File: src/rtl/wb_cfg_master.sv
// Wishbone classic master: valid/ready commands in, single WB cycles out, with retry, a bus watchdog and an optional irq wait.
// Define WB_CFG_IRQ_TIMEOUT_EN to bound the irq wait by IRQ_TIMEOUT cycles (status 100 on expiry).
module wb_cfg_master #(
  parameter int TIMEOUT     = 16,
  parameter int MAX_RETRY   = 3,
  parameter int RETRY_GAP   = 2,
  parameter int IRQ_TIMEOUT = 64
) (
  input  logic        p_clk,
  input  logic        p_reset,
  input  logic        cmd_valid,
  output logic        cmd_ready,
  input  logic        cmd_we,
  input  logic [31:0] cmd_adr,
  input  logic [31:0] cmd_dat,
  input  logic [3:0]  cmd_sel,
  input  logic        cmd_wait_irq,
  output logic        rsp_valid,
  input  logic        rsp_ready,
  output logic [31:0] rsp_dat,
  output logic [2:0]  rsp_status,
  output logic        busy,
  input  logic        irq_i,
  output logic [31:0] p_wb_ADR_O,
  output logic [31:0] p_wb_DAT_O,
  input  logic [31:0] p_wb_DAT_I,
  output logic [3:0]  p_wb_SEL_O,
  output logic        p_wb_WE_O,
  output logic        p_wb_CYC_O,
  output logic        p_wb_STB_O,
  output logic        p_wb_LOCK_O,
  input  logic        p_wb_ACK_I,
  input  logic        p_wb_ERR_I,
  input  logic        p_wb_RTY_I
);

  localparam int WW = $clog2(TIMEOUT + 1);
  localparam int RW = (MAX_RETRY > 0) ? $clog2(MAX_RETRY + 1) : 1;
  localparam int GW = $clog2(RETRY_GAP + 1);
  localparam int IW = $clog2(IRQ_TIMEOUT + 1);

  localparam logic [WW-1:0] WAIT_LAST  = WW'(TIMEOUT - 1);
  localparam logic [RW-1:0] RETRY_LAST = RW'(MAX_RETRY);
  localparam logic [GW-1:0] GAP_LAST   = GW'(RETRY_GAP - 1);
  localparam logic [IW-1:0] IRQ_LAST   = IW'(IRQ_TIMEOUT - 1);

  typedef enum logic [2:0] {
    S_IDLE, S_BUS, S_GAP, S_WAIT_IRQ, S_RESP
  } state_t;

  state_t        state_q, state_d;
  logic [31:0]   adr_q, adr_d;
  logic [31:0]   dat_q, dat_d;
  logic [3:0]    sel_q, sel_d;
  logic          we_q, we_d;
  logic          wait_irq_q, wait_irq_d;
  logic [31:0]   rsp_dat_q, rsp_dat_d;
  logic [2:0]    rsp_status_q, rsp_status_d;
  logic [WW-1:0] wait_cnt_q, wait_cnt_d;
  logic [RW-1:0] retry_cnt_q, retry_cnt_d;
  logic [GW-1:0] gap_cnt_q, gap_cnt_d;
  logic [IW-1:0] irq_cnt_q, irq_cnt_d;

  always_ff @(posedge p_clk or posedge p_reset) begin
    if (p_reset) begin
      state_q      <= S_IDLE;
      adr_q        <= '0;
      dat_q        <= '0;
      sel_q        <= '0;
      we_q         <= 1'b0;
      wait_irq_q   <= 1'b0;
      rsp_dat_q    <= '0;
      rsp_status_q <= '0;
      wait_cnt_q   <= '0;
      retry_cnt_q  <= '0;
      gap_cnt_q    <= '0;
      irq_cnt_q    <= '0;
    end else begin
      state_q      <= state_d;
      adr_q        <= adr_d;
      dat_q        <= dat_d;
      sel_q        <= sel_d;
      we_q         <= we_d;
      wait_irq_q   <= wait_irq_d;
      rsp_dat_q    <= rsp_dat_d;
      rsp_status_q <= rsp_status_d;
      wait_cnt_q   <= wait_cnt_d;
      retry_cnt_q  <= retry_cnt_d;
      gap_cnt_q    <= gap_cnt_d;
      irq_cnt_q    <= irq_cnt_d;
    end
  end

  always_comb begin
    state_d      = state_q;
    adr_d        = adr_q;
    dat_d        = dat_q;
    sel_d        = sel_q;
    we_d         = we_q;
    wait_irq_d   = wait_irq_q;
    rsp_dat_d    = rsp_dat_q;
    rsp_status_d = rsp_status_q;
    wait_cnt_d   = wait_cnt_q;
    retry_cnt_d  = retry_cnt_q;
    gap_cnt_d    = gap_cnt_q;
    irq_cnt_d    = irq_cnt_q;

    unique case (state_q)
      S_IDLE: begin
        if (cmd_valid) begin
          adr_d       = cmd_adr;
          dat_d       = cmd_dat;
          sel_d       = cmd_sel;
          we_d        = cmd_we;
          wait_irq_d  = cmd_wait_irq;
          retry_cnt_d = '0;
          wait_cnt_d  = '0;
          state_d     = S_BUS;
        end
      end
      S_BUS: begin
        // Any termination on the watchdog's final edge still takes precedence.
        if (p_wb_ERR_I) begin
          rsp_dat_d    = '0;
          rsp_status_d = 3'b001;
          state_d      = S_RESP;
        end else if (p_wb_RTY_I) begin
          if (retry_cnt_q == RETRY_LAST) begin
            rsp_dat_d    = '0;
            rsp_status_d = 3'b011;
            state_d      = S_RESP;
          end else begin
            retry_cnt_d = retry_cnt_q + 1'b1;
            gap_cnt_d   = '0;
            state_d     = S_GAP;
          end
        end else if (p_wb_ACK_I) begin
          rsp_dat_d    = we_q ? 32'h0 : p_wb_DAT_I;
          rsp_status_d = 3'b000;
          irq_cnt_d    = '0;
          state_d      = wait_irq_q ? S_WAIT_IRQ : S_RESP;
        end else if (wait_cnt_q == WAIT_LAST) begin
          rsp_dat_d    = '0;
          rsp_status_d = 3'b010;
          state_d      = S_RESP;
        end else begin
          wait_cnt_d = wait_cnt_q + 1'b1;
        end
      end
      S_GAP: begin
        if (gap_cnt_q == GAP_LAST) begin
          wait_cnt_d = '0;
          state_d    = S_BUS;
        end else begin
          gap_cnt_d = gap_cnt_q + 1'b1;
        end
      end
      S_WAIT_IRQ: begin
        // The counter saturates so an unbounded wait cannot wrap it.
        if (irq_i) begin
          state_d = S_RESP;
        end else if (irq_cnt_q == IRQ_LAST) begin
`ifdef WB_CFG_IRQ_TIMEOUT_EN
          rsp_status_d = 3'b100;
          state_d      = S_RESP;
`endif
        end else begin
          irq_cnt_d = irq_cnt_q + 1'b1;
        end
      end
      S_RESP: begin
        if (rsp_ready) state_d = S_IDLE;
      end
      default: state_d = S_IDLE;
    endcase
  end

  assign cmd_ready   = (state_q == S_IDLE);
  assign busy        = (state_q != S_IDLE);
  assign rsp_valid   = (state_q == S_RESP);
  assign rsp_dat     = rsp_dat_q;
  assign rsp_status  = rsp_status_q;
  assign p_wb_CYC_O  = (state_q == S_BUS);
  assign p_wb_STB_O  = (state_q == S_BUS);
  assign p_wb_ADR_O  = adr_q;
  assign p_wb_DAT_O  = dat_q;
  assign p_wb_SEL_O  = sel_q;
  assign p_wb_WE_O   = we_q;
  assign p_wb_LOCK_O = 1'b0;

endmodule

File: config.mk
export PLATFORM = sky130hd
export DESIGN_NAME = wb_cfg_master
export DESIGN_NICKNAME = d
export VERILOG_FILES = /design/src/rtl/wb_cfg_master.sv
export SDC_FILE = /design/constraint.sdc
export NUM_CORES = 1
export LEC_CHECK = 0
export ABC_AREA = 1
export CAP_MARGIN = 0
export CORE_UTILIZATION = 38
export DETAILED_ROUTE_END_ITERATION = 8
export MAX_ROUTING_LAYER = met4
export PLACE_DENSITY = 0.85
export SLEW_MARGIN = 5
export SYNTH_ARGS = -nofsm -noshare
export SYNTH_HDL_FRONTEND = slang
export SYNTH_SLANG_ARGS = --single-unit
File: constraint.sdc
create_clock -name p_clk -period 3.8 [get_ports p_clk]
set_input_delay 0.76 -clock p_clk [delete_from_list [all_inputs] [get_ports p_clk]]
set_output_delay 0.76 -clock p_clk [all_outputs]
set_load 0.005 [all_outputs]
# Yosys cells after proc, flatten, opt, wreduce, memory -nomap -nowiden
# Cells that the tools add are included.
# op_classes
add_sub_neg	3
n_eq_ne	20
mux	39
n_reduce_logical	12
# op_table
operator	n
32-bit two-way mux	6
3-bit two-way mux	15
5-bit two-way mux	6
2-bit != test (second input constant)	9
2-bit two-way mux	8
3-bit case mux with 5 select lines	1
5-bit case mux with 3 select lines	1
5-bit AND reduction	3
2-bit case mux with 2 select lines	2
7-bit AND reduction	1
3-bit by 2-bit == test with 1-bit output (second input constant)	2
3-bit nonzero test	2
5-bit by 1-bit adder with 5-bit output (second input constant)	1
5-bit by 4-bit == test with 1-bit output (second input constant)	1
5-bit by 1-bit != test with 1-bit output (second input constant)	1
2-bit by 1-bit adder with 2-bit output (second input constant)	2
2-bit by 1-bit != test with 1-bit output (second input constant)	2
2-bit nonzero test	2
4-bit nonzero test	1
3-bit by 1-bit == test with 1-bit output (second input constant)	1
3-bit == test (second input constant)	1
3-bit logical NOT	1
3-bit by 2-bit != test with 1-bit output (second input constant)	1
3-bit AND reduction	1
3 further kinds	3
# word_totals
regBits	117
in_bits	110
out_inout_bits	110

# Longest topological paths before layout
# logic_depth
word_depth	6
ltp_mapped	12
depth_no_buf	11

# Least setup slack after synthesis
# Ideal clock, no wire load.
# synth_path
kind	register to output
startpoint	register state_q[1]
endpoint	output cmd_ready
t_arrival_ps	1032
t_required_ps	3040
path_slack_ps	2008
stages_incl_launch_ff	6
path_cell_list	dfrtp_1 > buf_2 > inv_1 > nand2_1 > inv_2 > buf_2
# synth_via
elab_chain_len	1
# synth_rtl
element	line	text
from (decl)	51	state_t state_q, state_d;
from (signal assigned)	79	state_q <= state_d;
3-bit logical NOT	178	assign cmd_ready = (state_q == S_IDLE);
to (decl)	12	output logic cmd_ready,
# No other way between the ends.

# Worst setup path after layout
# Same ends and word-level chain as after synthesis.

==> reports/summary.txt <==
status: finished clean
layout net count: 894
final standard cell utilization of the core: 0.615
number of optimization iterations in the first detailed-route pass: 4
count of unique library cells instantiated by Yosys: 27
height of the die: 116 um
Hold Violations, Final: 0
Seq cells post-synth: 116
area added between synthesis and finish: 56.9%
antenna-violating nets left: 0
hold path depth: 2
via count of the first global-routing pass: 4414
initial antenna violation count: 0
grt total ovfl: 0
routed length per instance: 14.3 um
chip width: 116 um
count of buffers added by post-CTS timing repair for setup: 0
final-layout setup total negative slack: 0 ns
Final Cycle Share: 0.689
fraction of final layout cells sized beyond drive strength 1: 0.0657
IO buf count: 217
std cell rows: 41
netlist area before placement: 0.00496 mm2
fraction of post-synthesis cell area in the top cell type by area: 0.585
start point of the critical path: state_q[1]$_DFFE_PP0P_
Post-synth EDFFs: 0
clock network latency to the later pin of the worst-skew pair: 0.40 ns
Final Instance Area: 0.00779 mm2
final max-slew violation count: 0
Final Power: 5860 uW
root buffer cell: sky130_fd_sc_hd__clkbuf_16
Relative slew margins: 0.509
first-iteration detailed-routing DRC count: 235
RSZ-0062 raised after global routing: false
most numerous cell in the Yosys netlist: sky130_fd_sc_hd__nand2_1
Worst Min Path Start: p_wb_DAT_O[5]$_DFFE_PP0P_
Die Outline Area: 0.0135 mm2
worst min path class: reg -> reg
Worst Path Arrival: 1.86 ns
deepest clock path buffer count: 2
clock period minus worst slack: 2.62 ns
sink of the worst hold path: p_wb_DAT_O[5]$_DFFE_PP0P_
category of the most critical setup path: reg -> out
dominant synthesized flop cell: sky130_fd_sc_hd__dfrtp_1
Placeable Area: 0.0127 mm2
total of endpoints with negative setup slack in the final report: 0
placed inst area: 0.00721 mm2
number of remaining DRC errors: 0
clock skew: 0.00613 ns
post-synth top area cell: sky130_fd_sc_hd__dfrtp_1
setup slack of the worst register-to-register path: 1.55 ns
clock slew seen by the registers of the worst setup and hold paths: 0.05 ns
final HPWL from detailed placement: 9580 um
Crit path required time: 3.04 ns
via count: 4603
cell type of the slowest stage on the worst timing path: sky130_fd_sc_hd__clkdlybuf4s50_1
critical path capture point type: primary output
Mean Syn Cell Area: 8.72 um2
maximum level of the CTS H-tree: 4
type of origin of the critical path: register
number of hold-repair buffers added at the cts stage: 0
Max Freq: 382 MHz
Resized cells post-CTS: 0
Top Ports: 220
count of synthesis-stage warnings from yosys: 0
maximum number of pins on one net before global-route repair: 72
overall global routing resource usage: 0.216
CTS buffer count: 17
crit path cell chain: inv_1, nand2_1, inv_2, clkdlybuf4s50_1
starting density of the core: 0.392
launching point of the worst reg2reg path: state_q[1]$_DFFE_PP0P_
synthesized instance count: 569
Worst R2R Path Depth: 8
clk sink count: 116
wire length of the first global-routing pass: 21500 um
most numerous cell types in the synthesized netlist: sky130_fd_sc_hd__nand2_1, sky130_fd_sc_hd__dfrtp_1, sky130_fd_sc_hd__nand3_1, sky130_fd_sc_hd__buf_2, sky130_fd_sc_hd__inv_1
diode count: 0
peak supply drop: 0.467 mV
Slew @ Worst Pin: 0.736 ns
worst-path maximum fanout: 9
Vias/cell: 4.77
top post-synthesis cells by area: sky130_fd_sc_hd__dfrtp_1, sky130_fd_sc_hd__nand2_1, sky130_fd_sc_hd__nand3_1
Total Routed Length: 13800 um
sequential-to-total area share from yosys stat: 0.585
CTS tree: done
RePlAce Congestion: 0.775
max-cap violation count: 0
Critical R2R Capture: p_wb_ADR_O[13]$_DFFE_PP0P_
FFs w/ async S/R, synth: 1.00
Pwr Density: 752 mW/mm2
Slowest Stage Delay on Critical Path: 0.54 ns
static leakage: 0.00383 uW
==> logic make-up (layout without fill, tap and decap cells) <==
kind of cell,after synthesis,after routing,synth area share
AOI/OAI and AO/OA,8,8,0.00857
adders and majority gates,4,4,0.0101
buffers and inverters,54,276,0.0595
DFF,116,116,0.585
other,1,2,0.000756
and+or+nand+nor,386,386,0.336
==> sequential cells by signal, indices dropped and copies added (netlist names) <==
name	count
p_wb_ADR_O	32
p_wb_DAT_O	32
p_wb_WE_O	1
wait_cnt_q	5
gap_cnt_q	2
state_q	3
rsp_dat	32
rsp_status	2
p_wb_SEL_O	4
retry_cnt_q	2
wait_irq_q	1
==> stage by stage <==
step	cells	hold WS [ns]	setup slack, ns
2_1_floorplan	570	0.442	1.63
3_3_place_gp	933	0.453	1.35
3_5_place_dp	933	0.457	1.30
4_1_cts	964	0.470	1.15
5_1_grt	964	0.479	1.10
6_report	964	0.467	1.18
==> critical path: cells and delay by family (launching register included) <==
kind | cells | cell delay, ns
simple gates | 1 | 0.12
buf+inv | 3 | 0.82
flops | 1 | 0.51
==> cell usage in the layout (no fill, tap or decap), types with 3 or more instances in the layout <==
master	netlist	routed
sky130_fd_sc_hd__clkinv_2	0	6
sky130_fd_sc_hd__inv_1	16	15
sky130_fd_sc_hd__o21ai_0	5	5
sky130_fd_sc_hd__nor2_1	10	10
sky130_fd_sc_hd__nand3b_1	4	4
sky130_fd_sc_hd__nand3_1	114	114
sky130_fd_sc_hd__clkdlybuf4s50_1	0	216
sky130_fd_sc_hd__clkbuf_16	0	17
sky130_fd_sc_hd__bufinv_16	0	3
sky130_fd_sc_hd__clkinvlp_4	0	3
sky130_fd_sc_hd__dfrtp_1	116	116
sky130_fd_sc_hd__nand2_1	246	246
sky130_fd_sc_hd__buf_4	3	9
sky130_fd_sc_hd__ha_1	4	4
==> where the power goes <==
part / total (uW) / leakage, uW / internal, uW / switching (uW)
Sequential: 1990 / 0.00150 / 1700 / 283
Clock: 1570 / 0.000285 / 1040 / 531
Combinational: 2300 / 0.00204 / 1190 / 1110
==> final cells by class <==
cell class                      instances  area, um2
Clock inverter                         11        135
Tap cell                              172        215
Clock buffer                           20        447
Multi-Input combinational cell        400       1770
Fill cell                            1059       4880
Timing Repair Buffer                  226       2230
Sequential cell                       116       2900
Inverter                               19       80.1
==> how the worst max path moves through the flow <==
stage / endpoint / slack (ns) / cells after the start
final: cmd_ready / 1.18 / 4
after global routing: cmd_ready / 1.10 / 4
after CTS: cmd_ready / 1.15 / 4
after detailed placement: rsp_dat[5]$_DFFE_PP0P_ / 1.30 / 8
after global placement: rsp_status[0]$_DFFE_PP0P_ / 1.35 / 8
after floorplan: gap_cnt_q[0]$_DFFE_PP0P_ / 1.63 / 1
==> metal layers <==
metal,vias up,track usage,part of all wire
li1,2236,-,-
met1,2148,0.267,0.43
met2,201,0.335,0.47
met3,18,0.0576,0.086
met4,0,0.0932,0.018
met5,-,-,0
No activity file was read; power rests on OpenSTA's default activity.
